===== src/rtl/fifo_arb_pkg.sv =====
// Shared types and width helpers for the round-robin FIFO write arbiter.
// Used by fifo_wr_arbiter and rr_pick.
package fifo_arb_pkg;

  typedef enum logic {
    ST_IDLE  = 1'b0,
    ST_GRANT = 1'b1
  } arb_state_e;

  // A single requester still needs a 1-bit pointer, so clamp the width at 1.
  function automatic int ptr_width(input int n);
    return (n > 1) ? $clog2(n) : 1;
  endfunction

  function automatic int cnt_width(input int burst);
    return $clog2(burst + 1);
  endfunction

endpackage


===== src/rtl/fifo_wr_arbiter_rr_pick.sv =====
// Combinational round-robin find-first.
// Scans from ptr+1 upward, wrapping at N-1, and returns the first requester that is set.
module rr_pick
  import fifo_arb_pkg::*;
#(
  parameter int N  = 3,
  parameter int PW = ptr_width(N)
) (
  input  logic [N-1:0]  req,
  input  logic [PW-1:0] ptr,
  output logic [N-1:0]  onehot,
  output logic [PW-1:0] idx,
  output logic          any
);

  logic [PW-1:0] cand;

  // N need not be a power of two, so wrap by comparing against N-1.
  always_comb begin
    onehot = '0;
    idx    = '0;
    any    = 1'b0;
    cand   = ptr;
    for (int k = 0; k < N; k++) begin
      cand = (cand == PW'(N - 1)) ? '0 : cand + 1'b1;
      if (!any && req[cand]) begin
        any          = 1'b1;
        idx          = cand;
        onehot[cand] = 1'b1;
      end
    end
  end

endmodule


===== src/rtl/fifo_wr_arbiter.sv =====
// Round-robin arbiter sharing one FIFO write port among N sources, with bursts of up to BURST beats.
// Defining ARB_STALL_CNT_EN adds a saturating stall_cnt output.
module fifo_wr_arbiter
  import fifo_arb_pkg::*;
#(
  parameter int N     = 3,
  parameter int WIDTH = 8,
  parameter int BURST = 4
) (
  input  logic               clk,
  input  logic               rst,
  input  logic [N-1:0]       req_valid,
  input  logic [N*WIDTH-1:0] req_data,
  output logic [N-1:0]       req_ready,
  input  logic               fifo_full,
  output logic               fifo_wr_en,
  output logic [WIDTH-1:0]   fifo_wr_data,
  output logic [N-1:0]       grant
`ifdef ARB_STALL_CNT_EN
  ,
  output logic [15:0]        stall_cnt
`endif
);

  localparam int PW = ptr_width(N);
  localparam int CW = cnt_width(BURST);

  arb_state_e    state_q, state_d;
  logic [N-1:0]  grant_q, grant_d;
  logic [CW-1:0] beat_cnt_q, beat_cnt_d;
  logic [PW-1:0] last_ptr_q, last_ptr_d;

  logic [PW-1:0] g_idx;
  logic          g_valid;
  logic          xfer;
  logic [N-1:0]  pick_onehot;
  logic [PW-1:0] pick_idx;
  logic          pick_any;

  rr_pick #(
    .N  (N),
    .PW (PW)
  ) u_rr_pick (
    .req    (req_valid),
    .ptr    (last_ptr_q),
    .onehot (pick_onehot),
    .idx    (pick_idx),
    .any    (pick_any)
  );

  always_comb begin
    g_idx = '0;
    for (int i = 0; i < N; i++) begin
      if (grant_q[i]) g_idx = PW'(i);
    end
  end

  assign g_valid      = req_valid[g_idx];
  assign xfer         = (state_q == ST_GRANT) && g_valid && !fifo_full;
  assign fifo_wr_en   = xfer;
  assign req_ready    = grant_q & {N{xfer}};
  assign fifo_wr_data = xfer ? req_data[int'(g_idx)*WIDTH +: WIDTH] : '0;
  assign grant        = grant_q;

  // A stall (valid while full) falls through both branches and holds grant and beat count.
  always_comb begin
    state_d    = state_q;
    grant_d    = grant_q;
    beat_cnt_d = beat_cnt_q;
    last_ptr_d = last_ptr_q;
    case (state_q)
      ST_IDLE: begin
        if (pick_any) begin
          state_d    = ST_GRANT;
          grant_d    = pick_onehot;
          last_ptr_d = pick_idx;
          beat_cnt_d = '0;
        end
      end
      ST_GRANT: begin
        if (!g_valid) begin
          state_d = ST_IDLE;
          grant_d = '0;
        end else if (xfer) begin
          beat_cnt_d = beat_cnt_q + 1'b1;
          if (beat_cnt_q == CW'(BURST - 1)) begin
            state_d = ST_IDLE;
            grant_d = '0;
          end
        end
      end
    endcase
  end

  always_ff @(posedge clk) begin
    if (rst) begin
      state_q    <= ST_IDLE;
      grant_q    <= '0;
      beat_cnt_q <= '0;
      last_ptr_q <= PW'(N - 1);
    end else begin
      state_q    <= state_d;
      grant_q    <= grant_d;
      beat_cnt_q <= beat_cnt_d;
      last_ptr_q <= last_ptr_d;
    end
  end

`ifdef ARB_STALL_CNT_EN
  logic [15:0] stall_cnt_q, stall_cnt_d;

  always_comb begin
    stall_cnt_d = stall_cnt_q;
    if ((state_q == ST_GRANT) && g_valid && fifo_full && (stall_cnt_q != 16'hFFFF))
      stall_cnt_d = stall_cnt_q + 16'd1;
  end

  always_ff @(posedge clk) begin
    if (rst) stall_cnt_q <= '0;
    else     stall_cnt_q <= stall_cnt_d;
  end

  assign stall_cnt = stall_cnt_q;
`endif

endmodule


===== config.mk =====
export PLATFORM = sky130hd
export DESIGN_NAME = fifo_wr_arbiter
export DESIGN_NICKNAME = d
export VERILOG_FILES = /design/src/rtl/fifo_arb_pkg.sv /design/src/rtl/fifo_wr_arbiter_rr_pick.sv /design/src/rtl/fifo_wr_arbiter.sv
export SDC_FILE = /design/constraint.sdc
export NUM_CORES = 1
export LEC_CHECK = 0
export CAP_MARGIN = 20
export CORE_MARGIN = 2
export CORE_UTILIZATION = 24
export CTS_BUF_LIST = sky130_fd_sc_hd__clkbuf_8 sky130_fd_sc_hd__clkbuf_16
export DETAILED_ROUTE_END_ITERATION = 6
export PLACE_DENSITY = 0.68
export SLEW_MARGIN = 5
export SYNTH_ARGS = -nofsm -noshare
export SYNTH_HDL_FRONTEND = slang
export SYNTH_SLANG_ARGS = --single-unit

===== constraint.sdc =====
create_clock -name clk -period 2.7 [get_ports clk]
set_clock_uncertainty 0.15 [all_clocks]
set_input_delay 0.675 -clock clk [delete_from_list [all_inputs] [get_ports clk]]
set_output_delay 0.675 -clock clk [all_outputs]
set_load 0.005 [all_outputs]

Word level (Yosys, flattened, before mapping). Index checks and enable logic that the tools add are counted.

Flip-flop bits (word level): 9. Output and inout port bits: 15. Word-level logic and storage cells: 85.

Magnitude comparators: 7. Reduce and logical (&&, ||, !) cells: 13. Bitwise logic cells: 4. Muxes and demuxes: 43. Eq/ne operators: 9. Add/sub/neg operators: 4. Shift operators: 1.

Operator list (number): $mux 3 (10); $shiftx 24x6->8 (1); $mux 1 (15); $mux 2 (7); $lt 2x3->1 const B (4); $pmux 3 s2 (2); $bmux 1 s2 (4); $mux 8 (1); $logic_and 1x1->1 (7); $add 2x1->2 const B (3); $demux 1 s2 (3); $eq 2x2->1 const B (3); $ge 2x1->1 const B (3); $ne 3x2->1 const B (2); $or 3x3->3 (2); $reduce_and 3->1 (2); $ne 2x1->1 const B (2); $add 3x1->3 const B (1); $and 3x3->3 (1); $eq 3x2->1 const B (1); $logic_not 1->1 (3); $ne 2x2->1 const B (1); $pmux 1 s2 (1); $reduce_and 2->1 (1); $not 1->1 (1).

Logic depth before layout (Yosys ltp).
Depth in word-level cells: 14. Depth in mapped cells: 6.

Modules after synthesis. A second synthesis with hierarchy kept.

Cells, all modules: 100. Area total of the unflattened synthesis: 787.0 um^2.

By module, submodules not included: fifo_wr_arbiter (seq. area each 180.2 um^2, cells an instance 89, instances 1, area an instance 701.9 um^2); rr_pick (seq. area each 0.0 um^2, cells an instance 11, instances 1, area an instance 85.1 um^2).

Worst setup path after synthesis. Ideal clock, no wire load.

Kind: input port to output port. Start: in fifo_full. End: out fifo_wr_data[0]. Cell stages on the path: 4. Setup slack: 0.482 ns. Buffers on the path: 1. Arrival time: 1.393 ns. Path through: nand2b_1 a211o_1 buf_6 nor2_1.

Longest elaborated chain between the ends: 3.

Ends and longest elaborated chain: from (decl) (RTL line fifo_wr_arbiter.sv:15) `input logic fifo_full,`; $logic_not 1->1 (RTL line fifo_wr_arbiter.sv:59) `assign xfer = (state_q == ST_GRANT) && g_valid && !fifo_full;`; $logic_and 1x1->1 (RTL line fifo_wr_arbiter.sv:59); $mux 8 (RTL line fifo_wr_arbiter.sv:62) `assign fifo_wr_data = xfer ? req_data[int'(g_idx)*WIDTH +: WIDTH] : '0;`; to (decl) (RTL line fifo_wr_arbiter.sv:17) `output logic [WIDTH-1:0] fifo_wr_data,`.

Every way passes these cells.

Worst setup path after layout.
Start: in fifo_full. End: out fifo_wr_data[1].

The elaborated chain is that of the path after synthesis.

==> impl_metrics.py <==
metrics = {
    "synth": {
        "postSynthCellCount": 92,
        "ys.flop_type": "dfxtp_1",
        "yosysWarningCount": 0,
        "synthTopCellsByArea": "dfxtp_1 26%, mux2i_1 13%, a21oi_1 10%",
        "synth_edf_count": 0,
        "yosys.area.top_type": "dfxtp_1",
        "synth_nets": 124,
        "yosysTopAreaCellShare_pct": 26.13,
        "async_reset_ff_share_pct": 0,
        "synth_most_common_cell": "nor2_1",
        "syn-cell-area_sq_um": 689.4,
        "yosysSeqAreaShare_pct": 26.13,
        "avgSynthCellArea_sq_um": 7.494,
        "yosysUniqueCellTypes": 26,
        "synth-seq-cells": 9,
        "synthTopCellsByCount": "18 x nor2_1, 14 x a21oi_1, 9 x dfxtp_1, 9 x mux2i_1, 5 x inv_1",
    },
    "clock_network": {
        "clockBufferDepth": 2,
        "htree_levels": 1,
        "path_clk_slew_ns": 0.04,
        "cts_tree": "done",
        "cts_made_buffers": 3,
        "postCtsHoldBufs": 0,
        "cts_root_buf": "clkbuf_8",
        "cts_sinks": 9,
        "clk_latency_ns": 0.23,
    },
    "worst_setup_path": {
        "start_kind": "primary input",
        "critPathLaunch": "fifo_full",
        "endpoint_kind": "output pin",
        "reg2reg_from": "beat_cnt_q[0]",
        "path_max_fanout": 8,
        "r2r_slack_ns": 0.92,
        "critical_path_class": "in2out",
        "arrival_ns": 1.82,
        "cp.required_ns": 1.88,
        "max_stage_delay_ns": 0.28,
        "cpMaxStageDelayCell": "a211o_1",
        "cp_cell_sequence": "dlygate4sd2_1 > nand2b_4 > a211o_1 > buf_12 > buf_8 > nor2_2 > buf_2",
    },
    "final_layout": {
        "area_growth_pct": 84.57,
        "n_antenna_cell": 0,
        "drive_gt1_share_pct": 24.32,
        "nets": 181,
    },
    "placed_design": {
        "numPortBuffers": 44,
        "dp_slack_ns": -0.5257,
        "place.gp.congestion": 0.7222,
        "dpl.hpwl_um": 1770,
    },
    "floorplan": {
        "initial_utilization_pct": 25.22,
        "core-area_sq_mm": 0.002734,
        "pin_count": 45,
        "num_rows": 19,
        "die_w_um": 57.60,
        "die_area_sq_mm": 0.003317,
        "die_h_um": 57.60,
    },
    "sta": {
        "layout_min_cycle_time_ns": 2.647,
        "slew_violations": 0,
        "fin_setup_tns_ns": 0,
        "setup_viol": 0,
        "setup_ws_ns": 0.05339,
        "slew_headroom_pct": 73.01,
        "worst_pin_slew_ns": 0.4012,
        "post-route-period-util_pct": 98.02,
        "fmax_mhz": 377.8,
        "rsz0062_at_grt": "no",
        "finalHoldViolations": 0,
    },
    "drt": {
        "drt-initial-drc-count": 30,
        "ant_nets": 0,
        "wl_per_cell_um": 12.85,
        "dr_total_vias": 894,
        "vias_per_cell": 4.994,
        "dr.pass1.iters": 4,
        "drc_errors": 0,
        "drt_wl_total_um": 2301,
    },
    "run": {
        "maxCapViolations": 0,
    },
    "pwr": {
        "peakVddDrop_mv": 0.2450,
        "leakage_nw": 0.5334,
        "power.density_mw_per_mm2": 353.7,
    },
    "global_route": {
        "grt_pass1_wl_um": 3615,
        "grt_start_max_net_pins": 18,
        "grt_pass1_vias": 844,
        "grt_overflow": 0,
        "antenna_found_initial": 0,
        "grtUsageTotal_pct": 14.07,
    },
    "run_status": {
        "status": "finished clean",
    },
    "worst_hold_path": {
        "hold_class": "reg2reg",
        "hp-start": "beat_cnt_q[1]",
    },
}
-- path summary, 6_finish.rpt --
| path | end | depth (start not counted) |
|---|---|---|
| max reg2reg | grant[1] | 6 |
| max | fifo_wr_data[1] | 7 |
| min reg2reg | beat_cnt_q[1] | 2 |
| min | beat_cnt_q[1] | 2 |
-- power breakdown --
group / total (W) / internal (W) / switching [W]
logic: 0.000149 / 0.0000887 / 0.0000606
registers: 0.000150 / 0.000141 / 0.00000883
clock network: 0.000150 / 0.0000989 / 0.0000516
-- layout by cell type (no fill, tap or decap) --
cell	n
a211o_1	2
inv_1	5
buf_8	1
and2_1	2
o31ai_2	1
ha_1	2
clkdlybuf4s15_1	1
dlygate4sd2_1	5
buf_6	1
o22ai_1	2
clkdlybuf4s50_1	28
a2111oi_2	1
o21ai_0	4
mux2i_1	9
buf_2	10
o31ai_1	2
nor3b_1	1
nor4b_1	1
clkbuf_8	3
dfxtp_1	9
nand3_1	3
nor2_1	12
buf_12	1
nor2b_1	4
inv_4	1
nand2_1	2
nand4b_1	2
nor2_2	6
buf_4	10
nor4_1	1
o211ai_1	1
nand2b_4	1
a21oi_1	14
-- sequential cells by signal, indices dropped and copies added, names as in the netlist --
register / count
last_ptr_q: 2
state_q: 1
grant: 3
beat_cnt_q: 3
-- layout make-up --
cell class	instances	area, sq um
clock buffers	3	41.29
clock inverters	1	3.754
fillers	270	1461
inverters	5	21.27
multi-input cells	73	481.7
flip-flops and latches	9	180.2
well taps	31	38.79
repair buffers	57	505.5
-- metal layers --
| metal | track usage, % | up-vias | wire length [um] |
|---|---|---|---|
| met5 | 0 | - | 0 |
| met4 | 5.648 | 0 | 31 |
| met3 | 4.989 | 4 | 326 |
| met2 | 25.16 | 52 | 1082 |
| met1 | 14.88 | 394 | 861 |
| li1 | - | 444 | - |
-- timing repair --
item | CTS | global route
pin swaps | 1 | 1
buffers inserted | 2 | 0
endpoints found under the hold margin | 0 | 0
setup endpoints to repair | 12 | 9
resized for setup | 59 | 0
-- metrics by stage --
step / instance area, sq um / std cells / hold WS, ns / utilization [%] / power [W]
after floorplan: 689.4 / 92 / 0.2998 / - / 0.0002115
final: 1272 / 179 / 0.3250 / 46.54 / 0.0004500
after detailed placement: 1232 / 173 / 0.3229 / 45.08 / 0.0002982
after CTS: 1272 / 179 / 0.3286 / 46.54 / 0.0004547
after global routing: 1272 / 179 / 0.3586 / 46.54 / 0.0004760
after global placement: 1232 / 173 / 0.3112 / 45.08 / 0.0002943
-- worst max-delay path, delay by kind of cell --
family | cells | cell delay, ns
and+or+nand+nor | 2 | 0.23
buffers and inverters | 4 | 0.63
AOI/OAI and AO/OA | 1 | 0.28
-- logic make-up (layout without fill, tap and decap cells) --
group                    count (synthesis)  after routing  synth area share [%]
AO/OA/AOI/OAI                           27             27                 24.68
adder cells (fa/ha/maj)                  2              2                 3.629
buffers and inverters                   10             66                 7.260
flip-flops                               9              9                 26.13
multiplexers                             9              9                 13.07
AND/OR/NAND/NOR                         35             35                 25.23
No activity file was read; power rests on OpenSTA's default activity.
